**config.mk**
```make
export PLATFORM = sky130hd
export DESIGN_NAME = map_row_fetcher
export DESIGN_NICKNAME = d
export VERILOG_FILES = /design/src/rtl/map_pkg.sv /design/src/rtl/tile_mux.sv /design/src/rtl/map_row_fetcher.sv
export SDC_FILE = /design/constraint.sdc
export NUM_CORES = 1
export LEC_CHECK = 0
export BUFFER_PORTS_ARGS = -buffer_cell sky130_fd_sc_hd__buf_2
export CAP_MARGIN = 5
export CORE_MARGIN = 2
export CORE_UTILIZATION = 54
export CTS_CLUSTER_DIAMETER = 100
export CTS_CLUSTER_SIZE = 8
export DETAILED_ROUTE_END_ITERATION = 12
export PLACE_DENSITY = 0.81
export SETUP_SLACK_MARGIN = 0.1
export SLEW_MARGIN = 20
export SYNTH_ARGS = -nofsm -noshare
export SYNTH_HDL_FRONTEND = slang
export SYNTH_SLANG_ARGS = --single-unit
```
**constraint.sdc**
```tcl
create_clock -name CLOCK_50 -period 2.6 [get_ports CLOCK_50]
set_input_delay 0.13 -clock CLOCK_50 [delete_from_list [all_inputs] [get_ports CLOCK_50]]
set_output_delay 0.13 -clock CLOCK_50 [all_outputs]
set_load 0.01 [all_outputs]
```
**src/rtl/map_pkg.sv**
```systemverilog
`default_nettype none
// ============================================================================
//  Module      : map_pkg
//  Description : Shared map geometry constants, tile codes and fetch states.
//  Revision    : 1.0 - initial release
// ============================================================================
package map_pkg;

    localparam int MAP_COLS  = 40;
    localparam int MAP_ROWS  = 30;
    localparam int TILE_BITS = 4;
    localparam int ROW_BITS  = 160;
    localparam int TILE_PX   = 16;
    localparam int COL_BITS  = 6;
    localparam int ROW_ABITS = 5;
    localparam int FRAME_W   = 640;
    localparam int FRAME_H   = 480;

    typedef enum logic [TILE_BITS-1:0] {
        TILE_EMPTY  = 4'd0,
        TILE_PACMAN = 4'd4,
        TILE_GHOST  = 4'd5
    } tile_code_e;

    typedef enum logic [1:0] {
        FETCH_IDLE    = 2'd0,
        FETCH_ADDR    = 2'd1,
        FETCH_WAIT    = 2'd2,
        FETCH_CAPTURE = 2'd3
    } fetch_state_e;

endpackage
`default_nettype wire

```
**src/rtl/tile_mux.sv**
```systemverilog
`default_nettype none
// ============================================================================
//  Module      : tile_mux
//  Description : Selects one tile nibble from a packed map row; column 0 is
//                the most significant nibble, columns past the map read 0.
//  Revision    : 1.0 - initial release
// ============================================================================
module tile_mux
    import map_pkg::*;
(
    input  logic [ROW_BITS-1:0]  row_i,
    input  logic [COL_BITS-1:0]  col_i,
    output logic [TILE_BITS-1:0] tile_o
);

    always_comb begin
        tile_o = '0;
        for (int c = 0; c < MAP_COLS; c++) begin
            if (col_i == COL_BITS'(c)) begin
                tile_o = row_i[ROW_BITS-1-TILE_BITS*c -: TILE_BITS];
            end
        end
    end

endmodule
`default_nettype wire

```
**src/rtl/map_row_fetcher.sv**
```systemverilog
`default_nettype none
// ============================================================================
//  Module      : map_row_fetcher
//  Description : Fetches one map row per display line from map RAM port A and
//                serves registered per-pixel tile codes and in-tile offsets.
//  Revision    : 1.0 - initial release
// ============================================================================
module map_row_fetcher
    import map_pkg::*;
#(
    parameter int RD_LAT = 2
) (
    input  logic                 CLOCK_50,
    input  logic                 reset,
    input  logic                 line_req,
    input  logic [8:0]           req_y,
    input  logic [9:0]           x,
    input  logic [8:0]           y,
    input  logic [ROW_BITS-1:0]  redata,
    output logic [ROW_ABITS-1:0] rdaddr,
    output logic [TILE_BITS-1:0] tile,
    output logic [3:0]           sub_x,
    output logic [3:0]           sub_y,
    output logic                 busy,
    output logic                 fetch_done,
    output logic                 overrun
);

    localparam int CNT_W = 3;

    fetch_state_e          state_q, state_d;
    logic [CNT_W-1:0]      cnt_q, cnt_d;
    logic [ROW_ABITS-1:0]  row_q, row_d;
    logic [ROW_BITS-1:0]   buf_q, buf_d;
    logic                  row_valid_q, row_valid_d;
    logic                  overrun_q, overrun_d;
    logic [TILE_BITS-1:0]  tile_q;
    logic [3:0]            sub_x_q, sub_y_q;
    logic                  fetch_done_w;
    logic                  req_in_frame_w;
    logic [TILE_BITS-1:0]  mux_tile_w;
    logic                  w_unused_req_low;

    assign w_unused_req_low = &{1'b0, req_y[3:0]};
    assign req_in_frame_w   = (req_y < 9'(FRAME_H));

    always_comb begin
        state_d      = state_q;
        cnt_d        = cnt_q;
        row_d        = row_q;
        buf_d        = buf_q;
        row_valid_d  = row_valid_q;
        overrun_d    = overrun_q;
        fetch_done_w = 1'b0;

        case (state_q)
            FETCH_IDLE: begin
                if (line_req) begin
                    if (req_in_frame_w) begin
                        row_d   = req_y[8:4];
                        state_d = FETCH_ADDR;
                    end else begin
                        row_valid_d = 1'b0;
                    end
                end
            end
            FETCH_ADDR: begin
                if (RD_LAT == 1) begin
                    state_d = FETCH_CAPTURE;
                end else begin
                    cnt_d   = CNT_W'(RD_LAT - 1);
                    state_d = FETCH_WAIT;
                end
            end
            FETCH_WAIT: begin
                cnt_d = cnt_q - 1'b1;
                if (cnt_q == CNT_W'(1)) begin
                    state_d = FETCH_CAPTURE;
                end
            end
            FETCH_CAPTURE: begin
                buf_d        = redata;
                row_valid_d  = 1'b1;
                fetch_done_w = 1'b1;
                state_d      = FETCH_IDLE;
            end
            default: state_d = FETCH_IDLE;
        endcase

        // A request during a fetch discards it outright, even in CAPTURE.
        if (line_req && (state_q != FETCH_IDLE)) begin
            overrun_d    = 1'b1;
            buf_d        = buf_q;
            row_valid_d  = row_valid_q;
            cnt_d        = cnt_q;
            fetch_done_w = 1'b0;
            if (req_in_frame_w) begin
                row_d   = req_y[8:4];
                state_d = FETCH_ADDR;
            end else begin
                row_valid_d = 1'b0;
                state_d     = FETCH_IDLE;
            end
        end
    end

    always_ff @(posedge CLOCK_50) begin
        if (reset) begin
            state_q     <= FETCH_IDLE;
            cnt_q       <= '0;
            row_q       <= '0;
            buf_q       <= '0;
            row_valid_q <= 1'b0;
            overrun_q   <= 1'b0;
        end else begin
            state_q     <= state_d;
            cnt_q       <= cnt_d;
            row_q       <= row_d;
            buf_q       <= buf_d;
            row_valid_q <= row_valid_d;
            overrun_q   <= overrun_d;
        end
    end

    tile_mux u_tile_mux (
        .row_i  (buf_q),
        .col_i  (x[9:4]),
        .tile_o (mux_tile_w)
    );

    always_ff @(posedge CLOCK_50) begin
        if (reset) begin
            tile_q  <= '0;
            sub_x_q <= '0;
            sub_y_q <= '0;
        end else begin
            tile_q  <= (row_valid_q && (x < 10'(FRAME_W)) && (y < 9'(FRAME_H)))
                       ? mux_tile_w : TILE_EMPTY;
            sub_x_q <= x[3:0];
            sub_y_q <= y[3:0];
        end
    end

    assign rdaddr     = row_q;
    assign tile       = tile_q;
    assign sub_x      = sub_x_q;
    assign sub_y      = sub_y_q;
    assign busy       = (state_q != FETCH_IDLE);
    assign fetch_done = fetch_done_w;
    assign overrun    = overrun_q;

endmodule
`default_nettype wire
```
* Word-level counts from Yosys, hierarchy flattened
Cells that the tools add are included.
** Storage, ports and cells
- Register bits after elaboration :: 184
** Operators by class
- Add/sub/neg operators :: 1
- $lt $le $gt $ge :: 3
- Eq/ne operators :: 46
- Mux-type cells :: 58
- Bitwise gates (word level) :: 2
- Reduce and logical (&&, ||, !) cells :: 13
** Operators with widths (number)
- 2-to-1 mux 4 bit :: 40
- equality test 6 x 5 -> 1 bit (second input constant) :: 16
- equality test 6 x 4 -> 1 bit (second input constant) :: 8
- equality test 6 bit (second input constant) :: 8
- 2-to-1 mux 5 bit :: 5
- equality test 6 x 3 -> 1 bit (second input constant) :: 4
- less-than comparator 9 bit (second input constant) :: 2
- equality test 6 x 2 -> 1 bit (second input constant) :: 2
- less-than comparator 10 bit (second input constant) :: 1
- inequality test 3 bit (second input constant) :: 3
- 2-to-1 mux 2 bit :: 4
- case mux 2 bit (4 select lines) :: 1
- equality test 6 x 1 -> 1 bit (second input constant) :: 1
- zero test 6 bit :: 1
- 2-to-1 mux 1 bit :: 6
- case mux 3 bit (2 select lines) :: 1
- AND reduction 2 bit :: 3
- equality test 2 bit (second input constant) :: 2
- nonzero test 2 bit :: 2
- equality test 3 x 1 -> 1 bit (second input constant) :: 1
- logical AND 1 bit :: 3
- AND reduction 3 bit :: 1
- nonzero test 3 bit :: 1
- subtractor 3 x 1 -> 3 bit (second input constant) :: 1
- other kinds (5) :: 6

* Logic depth before layout (Yosys ltp)
- Depth in word-level cells :: 41
- Depth in mapped cells :: 10
- Mapped depth without buffers :: 8

* Hierarchy
A second synthesis with hierarchy kept.
** Second synthesis, totals
- Cell total of the unflattened synthesis :: 1100
- Area total of the unflattened synthesis :: 8692.1 µm²
** Modules (own cells, without submodules)
- map_row_fetcher :: instances 1, cells each 791, area an instance 6431.2 µm²
- tile_mux :: instances 1, cells each 309, area an instance 2260.9 µm²

* Worst setup path after synthesis
OpenSTA, ideal clock, no wires.
- Path kind :: reg2reg
- Start point :: register state_q[0]
- End point :: register buf_q[15]
- Data arrival time :: 1.785 ns
- Data required time :: 2.529 ns
- Slack :: 0.745 ns
- Cell stages (with the launch flop) :: 10
- Path buffers :: 2
- Period minus slack after synthesis :: 1.855 ns
- Path through :: dfxtp_1 inv_1 ha_1 inv_1 nand2_1 nand2_1 clkbuf_1 clkbuf_1 nand2_1 a21oi_1
** Between the ends
- Longest elaborated chain between the ends :: 4
- Elaborated cells between the ends (all ways) :: 5
- Those cells by class :: eq/ne: 1; bitwise: 1; reduce/logical: 3
** Ends and longest elaborated chain
- start, declared :: line map_row_fetcher.sv:31 : fetch_state_e state_q, state_d;
- start signal, assigned :: line map_row_fetcher.sv:116 : state_q <= state_d;
- nonzero test 2 bit
- via busy :: line map_row_fetcher.sv:24 : output logic busy,
- logical AND 1 bit :: line map_row_fetcher.sv:91 : if (line_req && (state_q != FETCH_IDLE)) begin
- NOT 1 bit (no source line)
- AND reduction 2 bit (no source line)
- end signal, assigned :: line map_row_fetcher.sv:119 : buf_q <= buf_d;
- end, declared :: line map_row_fetcher.sv:34 : logic [ROW_BITS-1:0] buf_q, buf_d;
The timed path passes the listed nets, and every way through them passes these cells.
A chain may end at the register's enable or synchronous reset.

* Worst setup path after layout
- Start point :: register state_q[1]
- End point :: register buf_q[50]
** Between the ends
- Longest elaborated chain between the ends :: 4
- Elaborated cells between the ends (all ways) :: 5
- Those cells by class :: eq/ne: 1; bitwise: 1; reduce/logical: 3
** Ends and longest elaborated chain (line)
- nonzero test 2 bit :: map_row_fetcher.sv:91
- logical AND 1 bit :: map_row_fetcher.sv:91
- NOT 1 bit (no source line)
- AND reduction 2 bit (no source line) (*)
Mark *: on every way between the ends. The rest lies on a longest branch, timed or not.

==> flow_summary.yaml <==
logic_synthesis:
  yosys.area.top_type_share_pct: 43.3
  synth_xor_area_share_pct: 0
  syn_inst: 1104
  synth.cell_area_sq_mm: 0.00852
  synth_cell_types: 70
  yosysMostFrequentCell: "nand2_1"
  async_reset_ff_share_pct: 0
  synth_top_family_by_area: "simple AND/OR/NAND/NOR gates"
  synth.avg_cell_area_sq_um: 7.71
  ys_seq_elements: 184
  yosys_warnings: 0
  synth-edff-count: 0
  syn-num-nets: 1300
  synth_fa_ha_area_share_pct: 0.735
  synthMuxAreaShare_pct: 6.02
  synth_compound_area_share_pct: 21.2
  yosys.area.top_type: "dfxtp_1"
  ys.flop_type: "dfxtp_1"
  netlist_top_cells_count: "346 x nand2_1, 197 x a21oi_1, 184 x dfxtp_1"
  yosysSeqAreaShare_pct: 43.3
  synth.area.top_cells: "dfxtp_1 43%, nand2_1 15%, a21oi_1 12%, mux2i_1 3.6%, clkbuf_1 2.4%"
  synthSimpleGateAreaFrac_pct: 23.8
cells_and_area:
  drive_gt1_share_pct: 19.8
  multiInputGateArea_sq_mm: 0.00442
  fillers: 963
  synthToLayoutAreaGrowth_pct: 40.7
  nets: 1630
  seqCellArea_sq_mm: 0.00368
  final_util_pct: 78.2
  stdcell_area_sq_mm: 0.0120
clock_network:
  clkLatencyLatePin_ns: 0.44
  post-cts-setup-buffer-count: 0
  cts_tree: "built"
  cts.repair.resized: 0
  clockBufferDepth: 2
  cts-buffers-inserted: 17
  hold_buffers: 173
  root_buffer: "clkbuf_16"
  cts_sinks: 184
  path_clk_slew_ns: 0.07
  h-tree-depth: 4
drt:
  drt_wl_total_um: 30300
  ant_nets: 0
  vias_per_cell: 5.73
  vias: 9511
  routedWlPerCell_um: 18.3
  drt_iter0_drc: 999
  drc: 0
  first_pass_iters: 6
setup_path:
  crit_path_end_kind: "flip-flop"
  cp_max_fo: 160
  critPathLaunchType: "flip-flop"
  critPathLaunch: "state_q[1]"
  rr_worst_depth: 8
  r2r_start: "state_q[1]"
  ff2ff_setup_slack_ns: 0.34
  regToRegEndpoint: "buf_q[50]"
  crit_end: "buf_q[50]"
  crit_type: "flip-flop to flip-flop"
  required_ns: 2.93
  crit_arrival_ns: 2.59
placed_design:
  routabilityCongestion: 0.944
  port_buffers: 205
  place_area_sq_mm: 0.00967
  dp_hpwl_um: 16600
sta:
  setup_viol: 0
  finalCriticalPeriod_ns: 2.26
  worst_pin_slew_ns: 0.996
  final.period_utilization_pct: 86.8
  rsz0062_at_grt: "no"
  fin_worst_skew_ns: 0.00795
  final.setup.tns_ns: 0
  max_freq_mhz: 443
  slew_viol_final: 0
  finalHoldViolations: 0
  slew_headroom_pct: 32.7
  whs_ns: 0.134
floorplanning:
  core_sq_mm: 0.0153
  initial_core_util_pct: 55.6
  fp.dieW_um: 130
  num_rows: 45
  chipHeight_um: 130
  die_area_sq_mm: 0.0168
  io-pin-count: 211
power:
  p_sw_share_pct: 29.8
  peakVddDrop_v: 0.000539
  comb_power_share_pct: 19.7
  seqPwrFrac_pct: 44.3
  p_int_uw: 5010
  p_clk_share_pct: 36.0
  power.density_mw_per_mm2: 597
  p_switching_uw: 2130
  leakage_uw: 0.00460
global_route:
  antenna_found_initial: 0
  grt_overflow: 0
  grt_pass1_wl_um: 46900
  grt_max_degree: 181
  grt_pass1_vias: 9506
  grt_use_total_pct: 35.6
status:
  status: "finished, final reports clean"
min_path:
  hp-class: "input pin to flip-flop"
run:
  cap_viol_max_count: 0
-- routing by layer --
layer	vias up	part of all wire (%)	global-route usage (%)
li1	4466	-	-
met1	4402	38	41.8
met2	513	50	62.2
met3	130	7.3	7.10
met4	0	4.6	17.3
met5	-	0	0
-- worst min path at each step --
stage | start | to | slack [ns] | cells past startpoint
finish | line_req | rdaddr[3] | 0.13 | 3
detailed placement | x[1] | sub_x[1] | 0.34 | 2
floorplan | x[0] | sub_x[0] | 0.26 | 1
global placement | y[3] | sub_y[3] | 0.34 | 2
CTS | line_req | rdaddr[1] | 0.06 | 3
global route | line_req | rdaddr[3] | 0.14 | 3
-- power groups by stage --
stage	combinational, uW	clock (uW)	sequential [uW]
after floorplan	758	0	3180
after global placement	1100	0	3210
after detailed placement	1130	0	3210
after CTS	1330	2560	3150
after global routing	1530	2690	3180
final	1410	2570	3160
-- registers in the layout, indices dropped and copies added, names as in the netlist --
| name | flops |
|---|---|
| tile | 4 |
| row_valid_q | 1 |
| cnt_q | 3 |
| buf_q | 160 |
| state_q | 2 |
| sub_y | 4 |
| rdaddr | 5 |
| sub_x | 4 |
| overrun | 1 |
-- kinds of logic after synthesis --
kind of cell | Yosys count
adders and majority gates | 5
and+or+nand+nor | 465
muxes | 45
buffers and inverters | 99
AOI/OAI and AO/OA | 306
DFF | 184
-- worst max-delay path: stages, from the launching register on --
cell     delay [ns]
dfxtp_1        0.39
inv_1          0.07
ha_1           0.23
inv_1          0.13
nand2_1        0.16
nand2_4        0.14
buf_12         0.47
nand2_1        0.11
a21oi_1        0.29
-- layout by cell type (no fill, tap or decap), types with 4 or more instances in the layout --
cell,count
nand2_1,345
buf_2,204
a21oi_1,197
dfxtp_1,184
dlygate4sd3_1,173
nor2_1,39
mux2i_1,31
o21ai_0,20
buf_4,19
clkbuf_16,17
nor2b_1,16
nor3_1,13
o22ai_1,11
nand3_1,10
mux2_2,10
nand2b_1,8
a211oi_1,8
inv_1,6
a22oi_1,6
a221oi_1,5
a32oi_1,5
a31oi_1,5
o21a_1,5
o211ai_1,5
ha_1,5
inv_6,5
buf_12,5
or4b_1,4
o2bb2ai_1,4
nor3b_1,4
mux4_2,4
-- area by class of cell --
class,count,share of cell area (%)
multi-input cells,821,36.9
well taps,211,2.20
inverters,9,0.303
repair buffers,401,25.0
diodes,1,0.0209
clock inverters,14,1.16
flip-flops and latches,184,30.8
clock buffers,18,3.67
-- through the flow --
step                      std cells  total power [uW]  setup WS [ns]
final                          1659              7140          0.343
after global routing           1658              7400          0.250
after CTS                      1658              7040          0.546
after detailed placement       1453              4340          0.385
after global placement         1453              4310          0.412
after floorplan                1104              3940          0.745
No activity file was read; power rests on OpenSTA's default activity.
